===== config.mk =====
export PLATFORM = sky130hd
export DESIGN_NAME = dtree_sequencer_flat
export DESIGN_NICKNAME = d
export VERILOG_FILES = /design/src/rtl/dtree_pkg.sv /design/src/rtl/dtree_sequencer_if.sv /design/src/rtl/dtree_node_ram.sv /design/src/rtl/dtree_sequencer.sv /design/src/flat_wrapper.sv
export SDC_FILE = /design/constraint.sdc
export NUM_CORES = 2
export LEC_CHECK = 0
export CORE_MARGIN = 2
export CORE_UTILIZATION = 29
export CTS_BUF_LIST = sky130_fd_sc_hd__clkbuf_4
export DETAILED_ROUTE_END_ITERATION = 7
export DONT_BUFFER_PORTS = 1
export PLACE_DENSITY = 0.48
export SYNTH_ARGS = -nofsm -noshare
export SYNTH_HDL_FRONTEND = slang
export SYNTH_HIERARCHICAL = 1
export SYNTH_SLANG_ARGS = --single-unit

===== constraint.sdc =====
create_clock -name clk -period 11.75 [get_ports clk]
set_input_delay 2.35 -clock clk [delete_from_list [all_inputs] [get_ports clk]]
set_output_delay 2.35 -clock clk [all_outputs]
set_load 0.02 [all_outputs]

===== src/rtl/dtree_pkg.sv =====
// Shared types and node-word layout helpers for the decision-tree sequencer.
// Word layout, MSB first: child_flags[2], one_pos[FEATURES], coeff0..coeffN-2, bias.
package dtree_pkg;

    typedef enum logic [2:0] {
        ST_IDLE,
        ST_FETCH,
        ST_BIAS,
        ST_FEAT,
        ST_WAIT_DIR,
        ST_DONE
    } state_t;

    function automatic int clog2_min1(input int v);
        return (v > 1) ? $clog2(v) : 1;
    endfunction

    function automatic int nodes_of(input int max_depth);
        return (1 << max_depth) - 1;
    endfunction

    function automatic int word_width(input int features, input int coeff_w, input int bias_w);
        return 2 + features + (features - 1) * coeff_w + bias_w;
    endfunction

    function automatic int bias_lsb();
        return 0;
    endfunction

    function automatic int coeff_lsb(input int features, input int coeff_w, input int bias_w, input int k);
        return bias_w + (features - 2 - k) * coeff_w;
    endfunction

    function automatic int one_pos_lsb(input int features, input int coeff_w, input int bias_w);
        return bias_w + (features - 1) * coeff_w;
    endfunction

    function automatic int flags_lsb(input int features, input int coeff_w, input int bias_w);
        return one_pos_lsb(features, coeff_w, bias_w) + features;
    endfunction

endpackage


===== src/rtl/dtree_sequencer_if.sv =====
// Request, config, datapath-step and result signals of the tree sequencer.
// master = host/datapath side, slave = sequencer.
interface dtree_sequencer_if #(
    parameter int FEATURES        = 3,
    parameter int COEFF_BIT_DEPTH = 4,
    parameter int BIAS_BIT_DEPTH  = 10,
    parameter int MAX_DEPTH       = 3,
    parameter int CHANNEL_COUNT   = 16
);
    import dtree_pkg::*;

    localparam int NODES = nodes_of(MAX_DEPTH);
    localparam int CW    = clog2_min1(CHANNEL_COUNT);
    localparam int AW    = clog2_min1(CHANNEL_COUNT * NODES);
    localparam int W     = word_width(FEATURES, COEFF_BIT_DEPTH, BIAS_BIT_DEPTH);
    localparam int LW    = clog2_min1(MAX_DEPTH + 1);

    logic                       in_valid;
    logic                       in_ready;
    logic [CW-1:0]              in_channel;
    logic                       cfg_we;
    logic                       cfg_ready;
    logic [AW-1:0]              cfg_addr;
    logic [W-1:0]               cfg_data;
    logic                       node_valid;
    logic                       load_bias;
    logic [BIAS_BIT_DEPTH-1:0]  bias;
    logic                       mult;
    logic                       add;
    logic                       is_one;
    logic                       is_zero;
    logic [COEFF_BIT_DEPTH-1:0] coeff;
    logic                       dir_valid;
    logic                       child_direction;
    logic                       out_valid;
    logic                       out_ready;
    logic [CW-1:0]              out_channel;
    logic [LW-1:0]              out_level;
    logic [MAX_DEPTH-1:0]       out_path;

    modport master (
        output in_valid, in_channel, cfg_we, cfg_addr, cfg_data,
               dir_valid, child_direction, out_ready,
        input  in_ready, cfg_ready, node_valid, load_bias, bias, mult, add,
               is_one, is_zero, coeff, out_valid, out_channel, out_level, out_path
    );

    modport slave (
        input  in_valid, in_channel, cfg_we, cfg_addr, cfg_data,
               dir_valid, child_direction, out_ready,
        output in_ready, cfg_ready, node_valid, load_bias, bias, mult, add,
               is_one, is_zero, coeff, out_valid, out_channel, out_level, out_path
    );

endinterface


===== src/rtl/dtree_node_ram.sv =====
// 1R1W node-word RAM, no reset; read data registered (1-cycle latency).
// No backpressure: one write and one read may happen every cycle.
module dtree_node_ram #(
    parameter int WORDS  = 16,
    parameter int WIDTH  = 8,
    parameter int ADDR_W = (WORDS > 1) ? $clog2(WORDS) : 1
) (
    input  logic              clk,
    input  logic              we,
    input  logic [ADDR_W-1:0] waddr,
    input  logic [WIDTH-1:0]  wdata,
    input  logic [ADDR_W-1:0] raddr,
    output logic [WIDTH-1:0]  rdata
);

    logic [WIDTH-1:0] mem [WORDS];

    always_ff @(posedge clk) begin
        if (we) begin
            mem[waddr] <= wdata;
        end
        rdata <= mem[raddr];
    end

endmodule


===== src/rtl/dtree_sequencer.sv =====
// Walks one channel's heap-ordered tree per request, one FEATURES+3 cycle step per node minimum.
// Accepts requests/config only in IDLE; the result is held in DONE until out_ready.
module dtree_sequencer
    import dtree_pkg::*;
#(
    parameter int FEATURES        = 3,
    parameter int COEFF_BIT_DEPTH = 4,
    parameter int BIAS_BIT_DEPTH  = 10,
    parameter int MAX_DEPTH       = 3,
    parameter int CHANNEL_COUNT   = 16
) (
    input  logic             clk,
    input  logic             reset,
    dtree_sequencer_if.slave bus
);

    localparam int NODES    = nodes_of(MAX_DEPTH);
    localparam int W        = word_width(FEATURES, COEFF_BIT_DEPTH, BIAS_BIT_DEPTH);
    localparam int CW       = clog2_min1(CHANNEL_COUNT);
    localparam int AW       = clog2_min1(CHANNEL_COUNT * NODES);
    localparam int LW       = clog2_min1(MAX_DEPTH + 1);
    localparam int NW       = clog2_min1(NODES);
    localparam int FW       = clog2_min1(FEATURES);
    localparam int KW       = clog2_min1(FEATURES - 1);
    localparam int ONE_LSB  = one_pos_lsb(FEATURES, COEFF_BIT_DEPTH, BIAS_BIT_DEPTH);
    localparam int FLAG_LSB = flags_lsb(FEATURES, COEFF_BIT_DEPTH, BIAS_BIT_DEPTH);
    localparam int BIAS_LSB = bias_lsb();

    state_t                     state, state_nxt;
    logic [CW-1:0]              channel_q;
    logic [NW-1:0]              node_q;
    logic [LW-1:0]              depth_q;
    logic [MAX_DEPTH-1:0]       path_q;
    logic [FW-1:0]              feat_q;
    logic [KW-1:0]              k_q;
    logic                       out_valid_q;
    logic [CW-1:0]              out_channel_q;
    logic [LW-1:0]              out_level_q;
    logic [MAX_DEPTH-1:0]       out_path_q;

    logic [AW-1:0]              rd_addr;
    logic [W-1:0]               word;
    logic [1:0]                 flags;
    logic [FEATURES-1:0]        one_pos;
    logic [COEFF_BIT_DEPTH-1:0] coeffs [FEATURES-1];
    logic [COEFF_BIT_DEPTH-1:0] coeff_k;
    logic                       unity;
    logic                       last_feat;
    logic                       child_ok;
    logic [NW-1:0]              child_node;
    logic [MAX_DEPTH-1:0]       path_nxt;
    logic                       idle;

    logic                       node_valid_c, load_bias_c, mult_c, add_c, is_one_c, is_zero_c;
    logic [BIAS_BIT_DEPTH-1:0]  bias_c;
    logic [COEFF_BIT_DEPTH-1:0] coeff_c;

    assign idle    = (state == ST_IDLE);
    // Address stays fixed from FETCH to WAIT_DIR, so the RAM keeps re-reading the same word.
    assign rd_addr = AW'(channel_q) * AW'(NODES) + AW'(node_q);

    dtree_node_ram #(
        .WORDS  (CHANNEL_COUNT * NODES),
        .WIDTH  (W),
        .ADDR_W (AW)
    ) u_node_ram (
        .clk   (clk),
        .we    (bus.cfg_we & idle),
        .waddr (bus.cfg_addr),
        .wdata (bus.cfg_data),
        .raddr (rd_addr),
        .rdata (word)
    );

    assign flags   = word[FLAG_LSB +: 2];
    assign one_pos = word[ONE_LSB +: FEATURES];

    for (genvar g = 0; g < FEATURES - 1; g++) begin : g_coeff
        assign coeffs[g] = word[coeff_lsb(FEATURES, COEFF_BIT_DEPTH, BIAS_BIT_DEPTH, g) +: COEFF_BIT_DEPTH];
    end

    assign coeff_k    = coeffs[k_q];
    assign unity      = one_pos[FW'(FEATURES - 1) - feat_q];
    assign last_feat  = (feat_q == FW'(FEATURES - 1));
    assign child_ok   = (bus.child_direction ? flags[0] : flags[1]) && (depth_q < LW'(MAX_DEPTH - 1));
    assign child_node = NW'({node_q, 1'b0}) + NW'(1) + NW'(bus.child_direction);
    assign path_nxt   = path_q | (MAX_DEPTH'(bus.child_direction) << depth_q);

    always_ff @(posedge clk or negedge reset) begin
        if (!reset) begin
            state <= ST_IDLE;
        end else begin
            state <= state_nxt;
        end
    end

    always_comb begin
        state_nxt = state;
        case (state)
            ST_IDLE:     if (bus.in_valid) state_nxt = ST_FETCH;
            ST_FETCH:    state_nxt = ST_BIAS;
            ST_BIAS:     state_nxt = ST_FEAT;
            ST_FEAT:     if (last_feat) state_nxt = ST_WAIT_DIR;
            ST_WAIT_DIR: if (bus.dir_valid) state_nxt = child_ok ? ST_FETCH : ST_DONE;
            ST_DONE:     if (bus.out_ready) state_nxt = ST_IDLE;
            default:     state_nxt = ST_IDLE;
        endcase
    end

    always_ff @(posedge clk or negedge reset) begin
        if (!reset) begin
            channel_q     <= '0;
            node_q        <= '0;
            depth_q       <= '0;
            path_q        <= '0;
            feat_q        <= '0;
            k_q           <= '0;
            out_valid_q   <= 1'b0;
            out_channel_q <= '0;
            out_level_q   <= '0;
            out_path_q    <= '0;
        end else begin
            case (state)
                ST_IDLE: if (bus.in_valid) begin
                    channel_q <= bus.in_channel;
                    node_q    <= '0;
                    depth_q   <= '0;
                    path_q    <= '0;
                end
                ST_BIAS: begin
                    feat_q <= '0;
                    k_q    <= '0;
                end
                ST_FEAT: begin
                    feat_q <= feat_q + FW'(1);
                    // Saturate so a word with no unity bit never walks past the last coeff slot.
                    if (!unity && (k_q < KW'(FEATURES - 2))) begin
                        k_q <= k_q + KW'(1);
                    end
                end
                ST_WAIT_DIR: if (bus.dir_valid) begin
                    path_q <= path_nxt;
                    if (child_ok) begin
                        node_q  <= child_node;
                        depth_q <= depth_q + LW'(1);
                    end else begin
                        out_valid_q   <= 1'b1;
                        out_channel_q <= channel_q;
                        out_level_q   <= depth_q;
                        out_path_q    <= path_nxt;
                    end
                end
                ST_DONE: if (bus.out_ready) out_valid_q <= 1'b0;
                default: ;
            endcase
        end
    end

    always_comb begin
        node_valid_c = 1'b0;
        load_bias_c  = 1'b0;
        bias_c       = '0;
        mult_c       = 1'b0;
        add_c        = 1'b0;
        is_one_c     = 1'b0;
        is_zero_c    = 1'b0;
        coeff_c      = '0;
        case (state)
            ST_BIAS: begin
                node_valid_c = 1'b1;
                load_bias_c  = 1'b1;
                bias_c       = word[BIAS_LSB +: BIAS_BIT_DEPTH];
            end
            ST_FEAT: begin
                node_valid_c = 1'b1;
                if (unity) begin
                    is_one_c = 1'b1;
                    add_c    = 1'b1;
                end else if (coeff_k == '0) begin
                    is_zero_c = 1'b1;
                end else begin
                    mult_c  = 1'b1;
                    add_c   = 1'b1;
                    coeff_c = coeff_k;
                end
            end
            default: ;
        endcase
    end

    assign bus.in_ready    = idle;
    assign bus.cfg_ready   = idle;
    assign bus.node_valid  = node_valid_c;
    assign bus.load_bias   = load_bias_c;
    assign bus.bias        = bias_c;
    assign bus.mult        = mult_c;
    assign bus.add         = add_c;
    assign bus.is_one      = is_one_c;
    assign bus.is_zero     = is_zero_c;
    assign bus.coeff       = coeff_c;
    assign bus.out_valid   = out_valid_q;
    assign bus.out_channel = out_channel_q;
    assign bus.out_level   = out_level_q;
    assign bus.out_path    = out_path_q;

endmodule


===== src/flat_wrapper.sv =====
// flat-port wrapper written by rule: the top's interface ports become plain ports
module dtree_sequencer_flat import dtree_pkg::*;
#(
    parameter int FEATURES        = 3,
    parameter int COEFF_BIT_DEPTH = 4,
    parameter int BIAS_BIT_DEPTH  = 10,
    parameter int MAX_DEPTH       = 3,
    parameter int CHANNEL_COUNT   = 16
)
  (clk, reset, bus_in_valid, bus_in_channel, bus_cfg_we, bus_cfg_addr, bus_cfg_data, bus_dir_valid, bus_child_direction, bus_out_ready, bus_in_ready, bus_cfg_ready, bus_node_valid, bus_load_bias, bus_bias, bus_mult, bus_add, bus_is_one, bus_is_zero, bus_coeff, bus_out_valid, bus_out_channel, bus_out_level, bus_out_path);
  dtree_sequencer_if #(.FEATURES(FEATURES), .COEFF_BIT_DEPTH(COEFF_BIT_DEPTH), .BIAS_BIT_DEPTH(BIAS_BIT_DEPTH), .MAX_DEPTH(MAX_DEPTH), .CHANNEL_COUNT(CHANNEL_COUNT)) bus_i ();
  input  logic clk;
  input  logic reset;
  input wire logic [$bits(bus_i.in_valid)-1:0] bus_in_valid;
  input wire logic [$bits(bus_i.in_channel)-1:0] bus_in_channel;
  input wire logic [$bits(bus_i.cfg_we)-1:0] bus_cfg_we;
  input wire logic [$bits(bus_i.cfg_addr)-1:0] bus_cfg_addr;
  input wire logic [$bits(bus_i.cfg_data)-1:0] bus_cfg_data;
  input wire logic [$bits(bus_i.dir_valid)-1:0] bus_dir_valid;
  input wire logic [$bits(bus_i.child_direction)-1:0] bus_child_direction;
  input wire logic [$bits(bus_i.out_ready)-1:0] bus_out_ready;
  output wire logic [$bits(bus_i.in_ready)-1:0] bus_in_ready;
  output wire logic [$bits(bus_i.cfg_ready)-1:0] bus_cfg_ready;
  output wire logic [$bits(bus_i.node_valid)-1:0] bus_node_valid;
  output wire logic [$bits(bus_i.load_bias)-1:0] bus_load_bias;
  output wire logic [$bits(bus_i.bias)-1:0] bus_bias;
  output wire logic [$bits(bus_i.mult)-1:0] bus_mult;
  output wire logic [$bits(bus_i.add)-1:0] bus_add;
  output wire logic [$bits(bus_i.is_one)-1:0] bus_is_one;
  output wire logic [$bits(bus_i.is_zero)-1:0] bus_is_zero;
  output wire logic [$bits(bus_i.coeff)-1:0] bus_coeff;
  output wire logic [$bits(bus_i.out_valid)-1:0] bus_out_valid;
  output wire logic [$bits(bus_i.out_channel)-1:0] bus_out_channel;
  output wire logic [$bits(bus_i.out_level)-1:0] bus_out_level;
  output wire logic [$bits(bus_i.out_path)-1:0] bus_out_path;
  assign bus_i.in_valid = bus_in_valid;
  assign bus_i.in_channel = bus_in_channel;
  assign bus_i.cfg_we = bus_cfg_we;
  assign bus_i.cfg_addr = bus_cfg_addr;
  assign bus_i.cfg_data = bus_cfg_data;
  assign bus_i.dir_valid = bus_dir_valid;
  assign bus_i.child_direction = bus_child_direction;
  assign bus_i.out_ready = bus_out_ready;
  assign bus_in_ready = bus_i.in_ready;
  assign bus_cfg_ready = bus_i.cfg_ready;
  assign bus_node_valid = bus_i.node_valid;
  assign bus_load_bias = bus_i.load_bias;
  assign bus_bias = bus_i.bias;
  assign bus_mult = bus_i.mult;
  assign bus_add = bus_i.add;
  assign bus_is_one = bus_i.is_one;
  assign bus_is_zero = bus_i.is_zero;
  assign bus_coeff = bus_i.coeff;
  assign bus_out_valid = bus_i.out_valid;
  assign bus_out_channel = bus_i.out_channel;
  assign bus_out_level = bus_i.out_level;
  assign bus_out_path = bus_i.out_path;
  dtree_sequencer #(.FEATURES(FEATURES), .COEFF_BIT_DEPTH(COEFF_BIT_DEPTH), .BIAS_BIT_DEPTH(BIAS_BIT_DEPTH), .MAX_DEPTH(MAX_DEPTH), .CHANNEL_COUNT(CHANNEL_COUNT)) u_core (.clk(clk), .reset(reset), .bus(bus_i));
endmodule

==> impl_metrics.yaml <==
yosys:
  ys_types: 72
  synth_mux_area_share_pct: 16.95
  synthCells: 4485
  syn_nets: 4545
  synthAdderAreaFrac_pct: 0.2712
  yosysWarnings: 6
  synth_top_flop_cell: "edfxtp_1"
  synth-simple-area-share_pct: 1.839
  synth.top_cell.area_share_pct: 76.22
  ys_seq_elements: 2627
  syn_area_per_cell_sq_um: 22.63
  synth_compound_area_share_pct: 2.054
  synthXorXnorAreaFrac_pct: 0.04315
  synth_edf_count: 2576
  async_flop_share_pct: 1.066
  netlist_area_sq_um: 101500
  synth_largest_area_cell: "edfxtp_1"
  synth_top_family_by_area: "multiplexers"
  yosys-top-cells-area: "edfxtp_1 (76%), mux4_2 (15%), mux2i_1 (1.3%)"
  ys_seq_area_share_pct: 77.36
floorplan:
  core_area_sq_um: 348900
  boundaryPins: 73
  die_h_microns: 595.6
  start_util_pct: 29.09
  dieArea_sq_um: 354700
  rows: 217
  dieWidth_microns: 595.6
place:
  dp_hpwl_microns: 172800
  place.gp.congestion: 0.8001
  dp.cells: 8990
  portBuffers: 0
sta:
  fmax_mhz: 159.2
  rsz0062_at_grt: "no"
  clock_skew_ps: 121.1
  setup_viol: 0
  tightest_slew_ps: 1249
  final_max_slew_viol_count: 0
  slew_headroom_pct: 16.51
  finalHoldViolations: 0
  min_period_ps: 6282
  tns_ps: 0
  period_share_pct: 53.47
worst_setup_path:
  worstSetupPathType: "flop to flop"
  crit_fanout: 70
  worstPathArrival_ps: 7690
  endpoint_kind: "flop"
  start_kind: "flop"
  required_ps: 13160
flow_run:
  maxCapViolations: 0
clocking:
  cts_sinks: 2627
  clkLatencyLatePin_ps: 1560
  clockBufferDepth: 4
  path_clk_slew_ps: 60
  cts_tree: "done"
  cts_resized: 0
  postCtsSetupRepairBufs: 0
  hold_buffers: 0
  cts_buffers: 697
  h-tree-depth: 6
  root_buffer: "clkbuf_4"
layout:
  final_core_util_pct: 33.43
  layout-drive-gt1-share_pct: 38.30
  multi_input_area_sq_um: 22160
  stdcell_count: 10220
  regArea_sq_um: 78520
  n_fill_cell: 33010
  layout.nets: 5150
  area_delta_synth_final_pct: 14.91
route:
  num_vias: 51150
  route.detailed.drc: 0
  route.final.wire_length_microns: 307500
  drtIter0Drc: 5230
  drtAntennaViolNets: 0
  viasPerCell: 5.004
  drtPass1Iterations: 5
  routedWlPerCell_microns: 30.08
global_routing:
  antenna_found_initial: 26
  grt_max_degree: 113
  grt_pass1_vias: 52260
  grt_pass1_wl_microns: 423200
  globalRoute.totalOverflow: 0
  grt_use_total_pct: 17.05
hold_path:
  hold_class: "flop to flop"
outcome:
  status: "completed"
-- per-stage QoR --
stage          setup WS, ps  area (sq um)  hold WS (ps)
2_1_floorplan          6903        101500         453.8
3_3_place_gp           5056        107700         475.0
3_5_place_dp           5520        107800         487.6
4_1_cts                5528        116600         350.0
5_1_grt                5174        116600         461.2
6_report               5468        116600         500.0
-- routing by layer --
layer | global-route usage [%] | vias to the layer above | part of all wire [%]
met5 | 0 | - | 0.027
met4 | 5.504 | 12 | 2.6
met3 | 3.449 | 421 | 6.8
met2 | 27.77 | 1978 | 49
met1 | 22.85 | 28000 | 42
li1 | - | 20740 | -
-- placed cells by master (no fill, tap or decap), drive strengths merged, types with 4 or more instances in the layout --
cell type and n:
clkinv 125, buf 149, nand3 56, o31ai 16, nor3 6, a221oi 23, a22oi 27, nor2b 56
mux4 667, a211oi 10, and3 6, inv 57, xnor2 4, edfxtp 2576, a211o 14, a21oi 43
a21boi 14, nor2 150, dfrtp 28, fa 5, mux2 74, a2111oi 4, o211ai 36, nand4 4
clkinvlp 5, mux2i 134, clkbuf 1041, nand2b 12, nand2 79, diode 23, or2 4, a31oi 13
ha 14, and2 15, dfxtp 23, o21ai 25, o22ai 48
-- sequential cells by signal (all words and copies together), names as in the netlist --
name,cells
u_core/node_q,3
u_core/channel_q,4
u_core/bus.out_channel,4
u_core/bus.out_path,3
u_core/u_node_ram/rdata,23
u_core/bus.out_valid,1
u_core/path_q,3
u_core/state,3
u_core/bus.out_level,2
u_core/u_node_ram/mem,2576
u_core/feat_q,2
u_core/k_q,1
u_core/depth_q,2
-- layout make-up --
type | count | area share (%)
well taps | 4599 | 4.934
diodes | 23 | 0.04935
multi-input cells | 1593 | 19.00
flip-flops and latches | 2627 | 67.32
inverters | 21 | 0.07617
repair buffers | 150 | 1.064
clock buffers | 1041 | 6.701
clock inverters | 169 | 0.8465
-- kinds of logic (layout without fill, tap and decap cells) --
kind of cell | count (synthesis) | in the layout
DFF | 2627 | 2627
muxes | 875 | 875
and+or+nand+nor | 396 | 396
AOI/OAI and AO/OA | 298 | 298
buffers and inverters | 265 | 1381
adders and majority gates | 19 | 19
xor gates and xnor gates | 5 | 5
other | 0 | 23
-- worst paths after layout --
path	from	endpoint	slack [ps]	cells after the start
worst max-delay path	u_core/channel_q[0]$_DFFE_PN0P_	u_core/u_node_ram/rdata[4]$_DFF_P_	5470	16
worst min-delay path	u_core/path_q[1]$_DFFE_PN0P_	u_core/path_q[1]$_DFFE_PN0P_	500	2
worst max register to register	u_core/channel_q[0]$_DFFE_PN0P_	u_core/u_node_ram/rdata[4]$_DFF_P_	5470	16
worst min register to register	u_core/path_q[1]$_DFFE_PN0P_	u_core/path_q[1]$_DFFE_PN0P_	500	2
max in group asynchronous	reset	u_core/bus.out_channel[1]$_DFFE_PN0P_	11090	0
min in group asynchronous	reset	u_core/feat_q[0]$_DFFE_PN0P_	560	0
-- worst max-delay path, cell delays in order, from the launching register on --
cell,delay [ps]
dfrtp_1,470
fa_1,560
inv_1,50
fa_1,550
inv_1,50
ha_1,280
a21o_1,160
a21oi_1,230
xnor2_2,80
buf_4,280
buf_12,320
inv_4,190
buf_4,840
mux2i_1,270
a221oi_1,1050
nand3_1,380
o211ai_1,280
-- cell usage after synthesis (all sizes together) (3+ instances only) --
| master | number |
|---|---|
| a21oi | 43 |
| a211o | 14 |
| nor2 | 150 |
| mux2 | 74 |
| buf | 147 |
| o211ai | 36 |
| nand3 | 56 |
| ha | 14 |
| dfrtp | 28 |
| and3 | 6 |
| a21boi | 14 |
| a22oi | 27 |
| a221oi | 23 |
| o22ai | 48 |
| inv | 20 |
| xnor2 | 4 |
| nand4 | 4 |
| o31ai | 16 |
| fa | 5 |
| o21ai | 25 |
| edfxtp | 2576 |
| and2 | 15 |
| mux2i | 134 |
| a2111oi | 4 |
| a31oi | 13 |
| nor2b | 56 |
| mux4 | 667 |
| nand2b | 12 |
| a211oi | 10 |
| or4 | 3 |
| clkbuf | 97 |
| or2 | 4 |
| nor3 | 6 |
| dfxtp | 23 |
| nand2 | 79 |
Power is not shown: default switching activity piles up to over one toggle a cycle in this logic, so the estimate is an artifact.
